--- config.mk ---
export PLATFORM = sky130hd
export DESIGN_NAME = load_store_unit
export DESIGN_NICKNAME = d
export VERILOG_FILES = /design/src/rtl/load_store_unit.sv
export SDC_FILE = /design/constraint.sdc
export NUM_CORES = 1
export LEC_CHECK = 0
export BUFFER_PORTS_ARGS = -buffer_cell sky130_fd_sc_hd__buf_2
export CORE_ASPECT_RATIO = 0.6
export CORE_MARGIN = 10
export CORE_UTILIZATION = 50
export DETAILED_ROUTE_END_ITERATION = 8
export PLACE_DENSITY = 0.86
export SLEW_MARGIN = 20
export SYNTH_ARGS = -nofsm -noshare
export SYNTH_HDL_FRONTEND = slang
export SYNTH_SLANG_ARGS = --single-unit
--- constraint.sdc ---
create_clock -name clk -period 12.78 [get_ports clk]
set_clock_uncertainty 0.15 [all_clocks]
set_input_delay 1.278 -clock clk [delete_from_list [all_inputs] [get_ports clk]]
set_output_delay 1.278 -clock clk [all_outputs]
set_load 0.02 [all_outputs]
--- src/rtl/load_store_unit.sv ---
// Single-beat load/store bus stage: legality check, store lane alignment,
// bus handshake and response timeout. Loads return the raw word for a downstream formatter.
module load_store_unit #(
  parameter int RESP_TIMEOUT = 256
) (
  input  logic        clk,
  input  logic        reset,
  input  logic        lsu_valid,
  output logic        lsu_ready,
  input  logic        lsu_is_store,
  input  logic [2:0]  lsu_funct3,
  input  logic [31:0] lsu_address,
  input  logic [31:0] lsu_store_data,
  output logic        mem_req,
  output logic        mem_we,
  output logic [31:0] mem_addr,
  output logic [31:0] mem_wdata,
  output logic [3:0]  mem_be,
  input  logic        mem_gnt,
  input  logic        mem_rvalid,
  input  logic [31:0] mem_rdata,
  output logic [31:0] load_data,
  output logic [31:0] load_address,
  output logic [2:0]  load_funct3,
  output logic        done,
  output logic        misaligned,
  output logic        bus_error
);

  localparam int CNT_W = $clog2(RESP_TIMEOUT + 1);

  typedef enum logic [1:0] {
    S_IDLE = 2'd0,
    S_REQ  = 2'd1,
    S_WAIT = 2'd2,
    S_DONE = 2'd3
  } state_t;

  state_t      state_q, state_d;
  logic        is_store_q, is_store_d;
  logic        mem_req_q, mem_req_d;
  logic        mem_we_q, mem_we_d;
  logic [31:0] mem_addr_q, mem_addr_d;
  logic [31:0] mem_wdata_q, mem_wdata_d;
  logic [3:0]  mem_be_q, mem_be_d;
  logic [31:0] load_data_q, load_data_d;
  logic [31:0] load_address_q, load_address_d;
  logic [2:0]  load_funct3_q, load_funct3_d;
  logic        done_q, done_d;
  logic        misaligned_q, misaligned_d;
  logic        bus_error_q, bus_error_d;
  logic [CNT_W-1:0] cnt_q, cnt_d;

  logic [1:0]  off_s;
  logic        legal_s;
  logic [3:0]  be_s;
  logic [31:0] wdata_s;

  assign off_s = lsu_address[1:0];

  // Access legality: the access must fit inside one word and use a defined funct3
  always_comb begin
    legal_s = 1'b0;
    case (lsu_funct3)
      3'b000:  legal_s = 1'b1;
      3'b100:  legal_s = !lsu_is_store;
      3'b001:  legal_s = (off_s != 2'b11);
      3'b101:  legal_s = !lsu_is_store && (off_s != 2'b11);
      3'b010:  legal_s = (off_s == 2'b00);
      default: legal_s = 1'b0;
    endcase
  end

  // Store byte-lane placement; loads never assert byte enables
  always_comb begin
    be_s    = 4'b0000;
    wdata_s = lsu_store_data;
    case (lsu_funct3[1:0])
      2'b00: begin
        be_s    = 4'b0001 << off_s;
        wdata_s = {4{lsu_store_data[7:0]}};
      end
      2'b01: begin
        be_s    = 4'b0011 << off_s;
        wdata_s = {16'h0000, lsu_store_data[15:0]} << {off_s, 3'b000};
      end
      default: begin
        be_s    = 4'b1111;
        wdata_s = lsu_store_data;
      end
    endcase
    if (!lsu_is_store) begin
      be_s = 4'b0000;
    end else begin
      be_s = be_s;
    end
  end

  // Next-state and registered-output computation
  always_comb begin
    state_d        = state_q;
    is_store_d     = is_store_q;
    mem_req_d      = mem_req_q;
    mem_we_d       = mem_we_q;
    mem_addr_d     = mem_addr_q;
    mem_wdata_d    = mem_wdata_q;
    mem_be_d       = mem_be_q;
    load_data_d    = load_data_q;
    load_address_d = load_address_q;
    load_funct3_d  = load_funct3_q;
    done_d         = done_q;
    misaligned_d   = misaligned_q;
    bus_error_d    = bus_error_q;
    cnt_d          = cnt_q;
    case (state_q)
      S_IDLE: begin
        if (lsu_valid) begin
          is_store_d     = lsu_is_store;
          load_address_d = lsu_address;
          load_funct3_d  = lsu_funct3;
          load_data_d    = 32'h0000_0000;
          if (legal_s) begin
            state_d     = S_REQ;
            mem_req_d   = 1'b1;
            mem_we_d    = lsu_is_store;
            mem_addr_d  = {lsu_address[31:2], 2'b00};
            mem_be_d    = be_s;
            mem_wdata_d = wdata_s;
          end else begin
            state_d      = S_DONE;
            done_d       = 1'b1;
            misaligned_d = 1'b1;
          end
        end else begin
          state_d = S_IDLE;
        end
      end
      S_REQ: begin
        if (mem_gnt) begin
          mem_req_d = 1'b0;
          if (is_store_q) begin
            state_d = S_DONE;
            done_d  = 1'b1;
          end else if (mem_rvalid) begin
            state_d     = S_DONE;
            done_d      = 1'b1;
            load_data_d = mem_rdata;
          end else begin
            state_d = S_WAIT;
            cnt_d   = '0;
          end
        end else begin
          state_d = S_REQ;
        end
      end
      S_WAIT: begin
        // A response on the final counted cycle still wins over the timeout
        if (mem_rvalid) begin
          state_d     = S_DONE;
          done_d      = 1'b1;
          load_data_d = mem_rdata;
        end else if (cnt_q == CNT_W'(RESP_TIMEOUT - 1)) begin
          state_d     = S_DONE;
          done_d      = 1'b1;
          bus_error_d = 1'b1;
          load_data_d = 32'h0000_0000;
        end else begin
          cnt_d = cnt_q + CNT_W'(1);
        end
      end
      S_DONE: begin
        state_d      = S_IDLE;
        done_d       = 1'b0;
        misaligned_d = 1'b0;
        bus_error_d  = 1'b0;
      end
      default: begin
        state_d = S_IDLE;
      end
    endcase
  end

  // State and output registers
  always_ff @(posedge clk or posedge reset) begin
    if (reset) begin
      state_q        <= S_IDLE;
      is_store_q     <= 1'b0;
      mem_req_q      <= 1'b0;
      mem_we_q       <= 1'b0;
      mem_addr_q     <= 32'h0000_0000;
      mem_wdata_q    <= 32'h0000_0000;
      mem_be_q       <= 4'b0000;
      load_data_q    <= 32'h0000_0000;
      load_address_q <= 32'h0000_0000;
      load_funct3_q  <= 3'b000;
      done_q         <= 1'b0;
      misaligned_q   <= 1'b0;
      bus_error_q    <= 1'b0;
      cnt_q          <= '0;
    end else begin
      state_q        <= state_d;
      is_store_q     <= is_store_d;
      mem_req_q      <= mem_req_d;
      mem_we_q       <= mem_we_d;
      mem_addr_q     <= mem_addr_d;
      mem_wdata_q    <= mem_wdata_d;
      mem_be_q       <= mem_be_d;
      load_data_q    <= load_data_d;
      load_address_q <= load_address_d;
      load_funct3_q  <= load_funct3_d;
      done_q         <= done_d;
      misaligned_q   <= misaligned_d;
      bus_error_q    <= bus_error_d;
      cnt_q          <= cnt_d;
    end
  end

  assign lsu_ready    = (state_q == S_IDLE);
  assign mem_req      = mem_req_q;
  assign mem_we       = mem_we_q;
  assign mem_addr     = mem_addr_q;
  assign mem_wdata    = mem_wdata_q;
  assign mem_be       = mem_be_q;
  assign load_data    = load_data_q;
  assign load_address = load_address_q;
  assign load_funct3  = load_funct3_q;
  assign done         = done_q;
  assign misaligned   = misaligned_q;
  assign bus_error    = bus_error_q;

endmodule

* After elaboration in Yosys (flattened, before gate mapping)
Cells that the tools add are included.
Word-level totals: input port bits 105, output and inout port bits 141, word-level logic and storage cells 99, bits in registers 150
Operators by class: add/subtract/negate cells 1, shift operators 3, reduce and logical (&&, ||, !) cells 19, equality and inequality tests 22, multiplexer cells 40
Operators with widths (count):
- 2-to-1 mux 32 bit | 6
- case mux 32 bit (3 select lines) | 1
- case mux 32 bit (2 select lines) | 1
- 2-to-1 mux 9 bit | 5
- left shift 16 x 5 -> 32 bit | 1
- != test 2 bit (second input constant) | 10
- case mux 9 bit (2 select lines) | 1
- 2-to-1 mux 1 bit | 13
- AND reduction 6 bit | 2
- 2-to-1 mux 2 bit | 5
- adder 9 x 1 -> 9 bit (second input constant) | 1
- equality test 9 x 8 -> 1 bit (second input constant) | 1
- AND reduction 3 bit | 3
- case mux 2 bit (4 select lines) | 1
- case mux 4 bit (2 select lines) | 1
- nonzero test 2 bit | 4
- equality test 3 bit (second input constant) | 2
- logical NOT 2 bit | 3
- != test 3 bit (second input constant) | 2
- case mux 1 bit (2 select lines) | 3
- case mux 1 bit (5 select lines) | 1
- AND reduction 5 bit | 1
- equality test 2 x 1 -> 1 bit (second input constant) | 2
- equality test 2 bit (second input constant) | 2
- 13 further kinds | 13

* Logic depth before layout (Yosys ltp)
Gate-level depths: netlist (run 1).
depth in word-level cells 6, depth in mapped cells 11, depth with buffers taken out 9

* Worst setup path after synthesis (run 1)
No wires, ideal clock.
kind input -> register, start point input port lsu_funct3[1], end point register mem_addr_q[11] (netlist: mem_addr[11]), path buffers 3, data arrival time 2.603 ns, cell stages on the path 6, library setup time 0.125 ns, data required time 12.505 ns, slack 9.901 ns, cells stage by stage clkbuf_2 > a21o_1 > a2111o_1 > buf_2 > buf_6 > mux2_4
Between the ends: cells in the longest elaborated chain, start to end 3, elaborated cells on any way between the ends 7, those cells by class eq/ne (4); mux (1); reduce/logical (2)
RTL lines:
- from (decl) | RTL line 11 | input logic [2:0] lsu_funct3,
- equality test 3 x 2 -> 1 bit (tied with other cells) | RTL line 64 | case (lsu_funct3)
- case mux 1 bit (5 select lines) (*) | RTL line 64
- AND reduction 3 bit (no line) (*)
- to (signal assigned) | RTL line 205 | mem_addr_q <= mem_addr_d;
- to (decl) | RTL line 43 | logic [31:0] mem_addr_q, mem_addr_d;
Every way passes the cells marked *; elsewhere a longest branch is shown, timed or not. A chain may end at the register's enable or synchronous reset.

* Worst setup path after layout (run 1)
start point input port lsu_valid, end point register mem_addr_q[31] (netlist: mem_addr[31])
Between the ends: cells in the longest elaborated chain, start to end 1
RTL lines:
- from (decl) | RTL line 8 | input logic lsu_valid,
- AND reduction 3 bit (no line)
Every way passes these cells.

==> metrics.md, run 1 <==
| Metric | Value |
|---|---|
| Outcome | `finished, final reports clean` |
| Combinational Power Share | `43.0%` |
| Mapped Cells | `611` |
| Period utilization | `25.4%` |
| Core Area | `0.0130 mm²` |
| Pins Over Slew Limit | `0` |
| Tot GR Track Use | `20.7%` |
| Pwr per Cell Area | `274 mW/mm²` |
| Iteration-0 DRC Markers | `523` |
| Final Hold Viols | `0` |
| FP Rows | `32` |
| Die Span Y | `110 µm` |
| Number of remaining DRC errors | `0` |
| CP startpoint | `lsu_valid` |
| First-pass GRT wire length | `30800 µm` |
| Die X-Extent | `169 µm` |
| Later-pin clock latency in the skew report | `410 ps` |
| Fin nets | `945` |
| Highest clock rate | `0.308 GHz` |
| Max Cap Viol | `0` |
| R2R setup slack | `9650 ps` |
| Clock-pin slew on the worst setup and hold paths | `70 ps` |
| Initial antenna violation count | `2` |
| Post-Synth Adder-Cell Area | `1.12%` |
| Mux share of post-synthesis cell area | `12.5%` |
| XOR/XNOR share of the synthesized area | `0%` |
| Sw Share | `41.3%` |
| Initial Utilization | `51.5%` |
| CP Data Arrival Time | `3380 ps` |
| Area contributors post-synth | `dfrtp_1, mux2_2, nand2_1, o21ai_0, mux2_4` |
| Detail Route Antenna Nets | `0` |
| Post_cts resized | `0` |
| Remaining Overflow, GRT | `0` |
| Postcts setup bufs | `0` |
| Leak Pwr | `4.36 nW` |
| CTS Sinks | `150` |
| GP Congestion | `0.857` |
| EDFF count, synth | `0` |
| Post-layout min period | `3240 ps` |
| Fin cells | `1017` |
| Die area | `0.0185 mm²` |
| Via Count | `5543` |
| Internal power | `1.38 mW` |
| Dpl cells | `985` |
| Largest family of logic cells by synthesized area | `compound AO/OA/AOI/OAI gates` |
| Post-Syn Area | `0.00668 mm²` |
| Yosys warning total | `0` |
| Worst-Margin Slew | `855 ps` |
| Most common cell after layout, fill and taps aside | `buf_2` |
| # fillers | `981` |
| VDD IR-drop max | `0.124 mV` |
| Vias per inst | `5.45` |
| CP startpoint kind | `primary input` |
| Hold/Removal Path Class | `reg2reg` |
| Ys async rst share | `100%` |
| Seq cells post-synth | `150` |
| Post-Synth Simple-Gate Area | `10.8%` |
| NetSw | `0.968 mW` |
| Power share of the clock group | `21.8%` |
| I/O Pins | `246` |
| Layout area overhead | `28.1%` |
| Synth unique cells | `47` |
| RSZ-0062 raised after global routing | `no` |
| Reg2reg start | `state_q[1]$_DFFE_PP0P_` |
| Post-synth top area share | `56.2%` |
| H-Tree Depth | `4` |
| Hold wc startpoint | `load_data[2]$_DFFE_PP0P_` |
| Largest fanout on the critical path | `102` |
| Setup TNS | `0 ps` |
| Most frequent cells in the layout | `buf_2, dfrtp_1, nand2_1` |
| Root buffer cell | `clkbuf_16` |
| Final setup vio count | `0` |
| CTS Buffer Depth | `2` |
| Largest net degree at the start of global routing | `103` |
| Sequential share of power | `35.2%` |
| Wire per inst | `19.3 µm` |
| Cts bufs inserted | `17` |
| Hold Buf Count CTS | `0` |
| Routed wire length | `19600 µm` |
| Mean Syn Cell Area | `10.9 µm²` |
| CP required | `12920 ps` |
| Top FF cell, synth | `dfrtp_1` |
| Synth Area in Compound Gates | `14.7%` |
| Cell accounting for the most synthesized area | `dfrtp_1` |
| IO Port Bufs | `243` |
| Rel. slew slack | `42.8%` |
| Vias in the first global route | `5577` |
| Power, Total | `2.34 mW` |
| CP endpoint kind | `register` |
| Seq/Total Area, Yosys | `56.2%` |
| Layout cell share with drive strength beyond 1 | `41.5%` |
| TritonCTS clock tree | `done` |
| CP Class | `in2reg` |
| DP HPWL | `14500 µm` |
| TritonRoute pass-1 iters | `5` |
==> cell usage after synthesis, drive strengths merged (4+ instances only) <==
cell	number
a21oi	5
a221oi	16
a22o	4
a22oi	9
buf	22
clkbuf	23
dfrtp	150
ha	6
inv	25
mux2	66
nand2	113
nand2b	6
nand3	4
nor2	9
nor2b	15
nor3	10
o21ai	69
o22ai	8
o31ai	20
==> stage by stage <==
stage | setup slack (ps) | utilization (%) | hold slack, ps | instance area, µm²
6_report | 9540 | 66.0 | 325 | 8560
5_1_grt | 9400 | 66.0 | 355 | 8560
4_1_cts | 9350 | 65.9 | 330 | 8550
3_5_place_dp | 8950 | 61.2 | 315 | 7950
3_3_place_gp | 8970 | 61.2 | 306 | 7950
2_1_floorplan | 7320 | - | 299 | 6690
==> state kept, by name, indices dropped and copies added (netlist names), 2 cells and up <==
| register | count |
|---|---|
| load_address | 32 |
| load_data | 32 |
| mem_wdata | 32 |
| mem_addr | 30 |
| cnt_q | 9 |
| mem_be | 4 |
| load_funct3 | 3 |
| state_q | 2 |
==> cell families (layout without fill, tap and decap cells) <==
family	Yosys count	count (layout)
AOI/OAI and AO/OA	150	150
adders and majority gates	6	6
DFF	150	150
and+or+nand+nor	166	166
muxes	68	68
other	1	3
buffers and inverters	70	304
==> layer usage <==
| layer | track usage (%) | wire [µm] |
|---|---|---|
| met5 | 0 | 7 |
| met2 | 33.0 | 9130 |
| met1 | 25.8 | 7940 |
| met4 | 5.03 | 170 |
| met3 | 8.87 | 2340 |
==> power groups by stage <==
| stage | sequential, mW | combinational, mW | clock (mW) |
|---|---|---|---|
| finish | 0.825 | 1.01 | 0.511 |
| global route | 0.855 | 1.10 | 0.542 |
| CTS | 0.824 | 1.02 | 0.518 |
| detailed placement | 0.826 | 1.02 | 0 |
| global placement | 0.816 | 0.990 | 0 |
| floorplan | 1.08 | 0.392 | 0 |
==> final timing paths <==
path / to / cells past startpoint
max: mem_addr[31]$_DFFE_PP0P_ / 5
min: load_data[2]$_DFFE_PP0P_ / 2
max reg2reg: mem_addr[31]$_DFFE_PP0P_ / 6
min reg2reg: load_data[2]$_DFFE_PP0P_ / 2
max in group asynchronous: load_data[14]$_DFFE_PP0P_ / 3
min in group asynchronous: mem_addr[11]$_DFFE_PP0P_ / 2
==> cell type report <==
class                   instances  area [µm²]  area share [%]
clock inverters                13         174            2.03
well taps                     170         213            2.49
diodes                          1        2.50          0.0292
flip-flops and latches        150        3750            43.9
clock buffers                  18         429            5.01
repair buffers                248        1260            14.7
inverters                      25        98.8            1.15
multi-input cells             392        2630            30.7
==> worst max-delay path, stage by stage <==
cell and delay [ps]:
buf_2 130, nand2_2 630, a2111o_2 230, buf_6 610
mux2_2 420
Power figures use the tool's default switching activity.
==> run 2, diff against run 1 <==
--- a/config.mk
+++ b/config.mk
@@ -8,9 +8,9 @@
 export BUFFER_PORTS_ARGS = -buffer_cell sky130_fd_sc_hd__buf_2
 export CORE_ASPECT_RATIO = 0.6
 export CORE_MARGIN = 10
-export CORE_UTILIZATION = 50
+export CORE_UTILIZATION = 45
 export DETAILED_ROUTE_END_ITERATION = 8
-export PLACE_DENSITY = 0.86
+export PLACE_DENSITY = 0.82
 export SLEW_MARGIN = 20
 export SYNTH_ARGS = -nofsm -noshare
 export SYNTH_HDL_FRONTEND = slang
==> constraint.sdc (replaced) <==
create_clock -name clk -period 2.7 [get_ports clk]
set_clock_uncertainty 0.15 [all_clocks]
set_input_delay 0.27 -clock clk [delete_from_list [all_inputs] [get_ports clk]]
set_output_delay 0.27 -clock clk [all_outputs]
set_load 0.02 [all_outputs]
==> run 2 against run 1 <==
Against the previous run: die area rose by 9.4%; design area rose by 9.1%; clock power rose to 4.5 times the previous value; critical path depth rose by 4; count of clock-buffer cells in the layout did not move; wire length rose by 8.8%; flip-flop and latch count did not move; largest cell class unchanged; highest routed layer is now met4.
==> metrics.md, run 2 (same netlist as run 1, synthesis figures left out) <==
| Metric | Value |
|---|---|
| Outcome | `finished, final reports clean` |
| Vias per inst | `5.23` |
| Clock-pin slew on the worst setup and hold paths | `60 ps` |
| Layout area overhead | `39.8%` |
| IO Port Bufs | `243` |
| Wire per inst | `19.1 µm` |
| VDD IR-drop max | `0.551 mV` |
| CP Class | `reg2reg` |
| CP endpoint kind | `register` |
| DP HPWL | `14800 µm` |
| Final setup vio count | `0` |
| CP startpoint | `cnt_q[0]$_DFFE_PP0P_` |
| Vias in the first global route | `6009` |
| Initial antenna violation count | `0` |
| Routed wire length | `21300 µm` |
| Setup TNS | `0 ps` |
| Most common cell after layout, fill and taps aside | `buf_2` |
| Highest clock rate | `0.384 GHz` |
| Pins Over Slew Limit | `0` |
| I/O Pins | `246` |
| Hold Path Stages | `2` |
| Die area | `0.0203 mm²` |
| Cts bufs inserted | `17` |
| Later-pin clock latency in the skew report | `400 ps` |
| Most frequent cells in the layout | `buf_2, dfrtp_1, nand2_1` |
| Via Count | `5851` |
| Reg2reg start | `cnt_q[0]$_DFFE_PP0P_` |
| CP required | `2850 ps` |
| CP startpoint kind | `register` |
| Largest net degree at the start of global routing | `103` |
| Hold/Removal Path Class | `in2reg` |
| Post-layout min period | `2610 ps` |
| Die X-Extent | `177 µm` |
| FP Rows | `34` |
| CP Data Arrival Time | `2750 ps` |
| Remaining Overflow, GRT | `0` |
| Leak Pwr | `4.70 nW` |
| Hold wc startpoint | `lsu_funct3[1]` |
| Rel. slew slack | `54.7%` |
| Detail Route Antenna Nets | `0` |
| Initial Utilization | `46.1%` |
| TritonRoute pass-1 iters | `5` |
| Power, Total | `11.3 mW` |
| Final Hold Viols | `0` |
| First-pass GRT wire length | `33600 µm` |
| Tot GR Track Use | `20.6%` |
| Pwr per Cell Area | `1210 mW/mm²` |
| CTS Sinks | `150` |
| Period utilization | `96.6%` |
| Iteration-0 DRC Markers | `575` |
| CTS Buffer Depth | `2` |
| Number of remaining DRC errors | `0` |
| H-Tree Depth | `4` |
| Die Span Y | `114 µm` |
| Fin nets | `1018` |
| R2R cell count | `9` |
| TritonCTS clock tree | `done` |
| Core Area | `0.0145 mm²` |
| Worst-Margin Slew | `679 ps` |
| Layout cell share with drive strength beyond 1 | `39.7%` |
| # diodes | `0` |
| Root buffer cell | `clkbuf_16` |
| Max Cap Viol | `0` |
| Largest fanout on the critical path | `6` |
| GP Congestion | `0.909` |
==> run 2: worst max-delay path, cell delays in order, from the launching register on <==
cell	delay, ps
dfrtp_1	400
ha_2	210
and3_1	220
nand3_2	100
nor2_1	50
ha_1	200
and2_1	160
a2111o_1	390
or2_4	280
o41ai_4	340
==> run 2: cell type report <==
type | instances | area, µm²
fillers | 1123 | 5170
flip-flops and latches | 150 | 3750
multi-input cells | 392 | 2650
repair buffers | 321 | 2010
clock buffers | 18 | 439
well taps | 198 | 248
clock inverters | 14 | 140
inverters | 25 | 97.6
==> run 2: path summary, 6_finish.rpt <==
path | slack [ps] | end
worst max register to register | 90 | cnt_q[5]$_DFFE_PP0P_
max in group asynchronous | 1640 | state_q[0]$_DFFE_PP0P_
worst max-delay path | 90 | cnt_q[5]$_DFFE_PP0P_
min in group asynchronous | 390 | mem_wdata[27]$_DFFE_PP0P_
worst min register to register | 320 | mem_wdata[29]$_DFFE_PP0P_
worst min-delay path | 20 | load_funct3[1]$_DFFE_PP0P_
==> run 2: stage by stage <==
step	setup slack, ps	instances	hold slack, ps	util, %	instance area [µm²]
after floorplan	106	612	256	-	6690
after global placement	69.1	1020	292	55.7	8080
after detailed placement	8.12	1020	292	55.7	8080
after CTS	0.0655	1116	2.73	64.1	9300
after global routing	-11.9	1118	16.2	64.4	9340
final	92.6	1118	20.1	64.4	9340
==> run 2: metal layers <==
| metal | share of wire, % | GRT usage (%) | vias to the layer above |
|---|---|---|---|
| met2 | 46 | 33.1 | 273 |
| met1 | 41 | 26.0 | 2833 |
| met4 | 1.6 | 5.42 | 0 |
| met3 | 11 | 7.51 | 26 |
| li1 | - | - | 2719 |
| met5 | 0 | 0 | - |
==> run 2: power by group <==
part | switching [mW] | internal, mW | total [mW]
clock | 0.988 | 1.32 | 2.31
combinational | 3.14 | 1.90 | 5.05
sequential | 0.589 | 3.31 | 3.90
==> run 2: timing repair <==
item / 4_1_cts / 5_1_grt
setup buffers: 0 / 2
setup endpoints to repair: 1 / 5
pin swaps: 0 / 0
hold buffers: 64 / 0
endpoints found under the hold margin: 243 / 0
gates resized for setup: 2 / 4
==> run 3, diff against run 2 <==
--- a/config.mk
+++ b/config.mk
@@ -7,7 +7,6 @@
 export LEC_CHECK = 0
 export BUFFER_PORTS_ARGS = -buffer_cell sky130_fd_sc_hd__buf_2
 export CORE_ASPECT_RATIO = 0.6
-export CORE_MARGIN = 10
 export CORE_UTILIZATION = 45
 export DETAILED_ROUTE_END_ITERATION = 8
 export PLACE_DENSITY = 0.82
==> run 3 against run 2 <==
Against the previous run: flip-flop and latch count unchanged; non-clock buffer count up 2; largest cell class unchanged; highest routed layer unchanged; total power down 0.30%; core utilization up 0.17 points; sequential share of layout area down 0.11 points; sequential power about the same.
==> metrics.md, run 3 (same netlist as run 1, synthesis figures left out) <==
| Metric | Value |
|---|---|
| Setup TNS | `0 ps` |
| Finished Cell Area | `0.00936 mm²` |
| DR top layer | `met4` |
| Core Area | `0.0145 mm²` |
| DP HPWL | `12400 µm` |
| Util after Layout | `64.5%` |
| Die Span Y | `96.4 µm` |
| CP endpoint kind | `register` |
| CP startpoint kind | `register` |
| Power, Total | `11.2 mW` |
| Largest net degree at the start of global routing | `65` |
| Highest clock rate | `0.387 GHz` |
| Largest fanout on the critical path | `12` |
| Combinational Power Share | `43.8%` |
| Postcts setup bufs | `0` |
| Layout cell share with drive strength beyond 1 | `39.5%` |
| Final Hold Viols | `0` |
| Internal power | `6.69 mW` |
| WL met2 | `8830 µm` |
| Fin nets | `1020` |
| TritonRoute pass-1 iters | `8` |
| Die area | `0.0154 mm²` |
| Detail Route Antenna Nets | `0` |
| Routed wire length | `18900 µm` |
| TritonCTS clock tree | `done` |
| I/O Pins | `246` |
| CTS Buffer Depth | `2` |
| # diodes | `0` |
| Worst-Margin Slew | `689 ps` |
| Tot GR Track Use | `24.6%` |
| Iteration-0 DRC Markers | `538` |
| Most common cell after layout, fill and taps aside | `buf_2` |
| Slowest-stage cell, CP | `dfrtp_1` |
| Vias per inst | `5.22` |
| CP max stage delay | `420 ps` |
| Pwr per Cell Area | `1200 mW/mm²` |
| Root buffer cell | `clkbuf_16` |
| Most frequent cells in the layout | `buf_2, dfrtp_1, nand2_1` |
| Hold/Removal Path Class | `in2reg` |
| Number of remaining DRC errors | `0` |
| CP Data Arrival Time | `2720 ps` |
| Initial antenna violation count | `0` |
| Final setup vio count | `0` |
| VDD IR-drop max | `0.569 mV` |
| GP Congestion | `0.948` |
| Initial Utilization | `46.1%` |
| Cell Chain, Critical Path | `ha_2 > and3_1 > nand3_1 > nor2_1 > ha_1 > and2_1 > a2111o_1 > buf_4 > o21ai_0 > o41ai_2` |
| Post-layout min period | `2590 ps` |
| Remaining Overflow, GRT | `0` |
| Power share of the clock group | `21.5%` |
| NetSw | `4.53 mW` |
| Period utilization | `95.8%` |
| Outcome | `finished, final reports clean` |
| CTS Sinks | `150` |
| Vias in the first global route | `5474` |
| WL met1 | `8290 µm` |
| # fillers | `1149` |
| Via Count | `5837` |
| Cts bufs inserted | `17` |
| Clock-pin slew on the worst setup and hold paths | `60 ps` |
| Sw Share | `40.4%` |
| Later-pin clock latency in the skew report | `400 ps` |
| Max Cap Viol | `0` |
| CP required | `2830 ps` |
| IO Port Bufs | `243` |
| Leak Pwr | `4.69 nW` |
| Sequential Area | `0.00375 mm²` |
| Sequential share of power | `34.7%` |
| Detail Route met3 WL | `1460 µm` |
| H-Tree Depth | `4` |
| Layout area overhead | `40.1%` |
| Placed Area | `0.00811 mm²` |
| CP Class | `reg2reg` |
| Area of the multi-input gates | `0.00263 mm²` |
| First-pass GRT wire length | `29200 µm` |
| Pins Over Slew Limit | `0` |
| Wire per inst | `16.9 µm` |
| WHS | `26.8 ps` |
| Die X-Extent | `159 µm` |
| FP Rows | `34` |
| Rel. slew slack | `54.0%` |
## run 3: cell count changes in the layout (fill, tap and decap cells not counted), moves of 2 or more
| cell | change |
|---|---|
| inv_8 | -3 |
| bufinv_16 | +2 |
| buf_4 | +2 |
| inv_6 | -2 |
## run 3: layout make-up
class | count | area share (%)
multi-input combinational | 392 | 28.1
timing repair buffer | 323 | 21.6
inverter | 25 | 1.04
clock buffer | 20 | 4.88
clock inverter | 11 | 1.59
sequential | 150 | 40.1
tap | 198 | 2.65
## run 3: what timing repair did
action,4_1_cts,5_1_grt
gates resized for setup,1,2
pin swaps,0,1
setup endpoints to repair,1,3
hold buffers,64,0
gates cloned,0,0
endpoints found under the hold margin,116,0
## run 3: worst paths after layout
check	start	end	slack [ps]	depth (start not counted)
hold reg to reg	mem_wdata[29]$_DFFE_PP0P_	mem_wdata[29]$_DFFE_PP0P_	320	2
hold / removal	lsu_store_data[29]	mem_wdata[29]$_DFFE_PP0P_	30	3
max in group asynchronous	reset	load_address[20]$_DFFE_PP0P_	1330	4
setup reg to reg	cnt_q[0]$_DFFE_PP0P_	cnt_q[5]$_DFFE_PP0P_	110	10
min in group asynchronous	reset	mem_wdata[16]$_DFFE_PP0P_	370	3
setup / recovery	cnt_q[0]$_DFFE_PP0P_	cnt_q[5]$_DFFE_PP0P_	110	10
## run 3: layer usage
layer	vias up	global-route usage, %
met5	-	0
met4	0	8.09
met3	39	6.70
met2	245	39.0
li1	2724	-
met1	2829	33.1
## run 3: critical path: cells and delay by family (launching register included)
| family | cells | cell delay, ps |
|---|---|---|
| compound gates | 3 | 740 |
| fa+ha+maj | 2 | 420 |
| buf+inv | 1 | 190 |
| flops | 1 | 420 |
| simple gates | 4 | 530 |
## run 3: power groups by stage
| stage | clock, mW | sequential, mW | combinational [mW] |
|---|---|---|---|
| 6_report | 2.41 | 3.90 | 4.91 |
| 5_1_grt | 2.57 | 4.02 | 5.28 |
| 4_1_cts | 2.46 | 3.87 | 4.89 |
| 3_5_place_dp | 0 | 3.89 | 4.80 |
| 3_3_place_gp | 0 | 3.83 | 4.68 |
| 2_1_floorplan | 0 | 5.12 | 1.86 |
## run 3: stage by stage
stage,setup slack [ps],std cells
after CTS,1.73,1119
after global routing,-28.8,1119
after detailed placement,-1.91,1024
after global placement,77.2,1024
after floorplan,106,612
final,113,1119
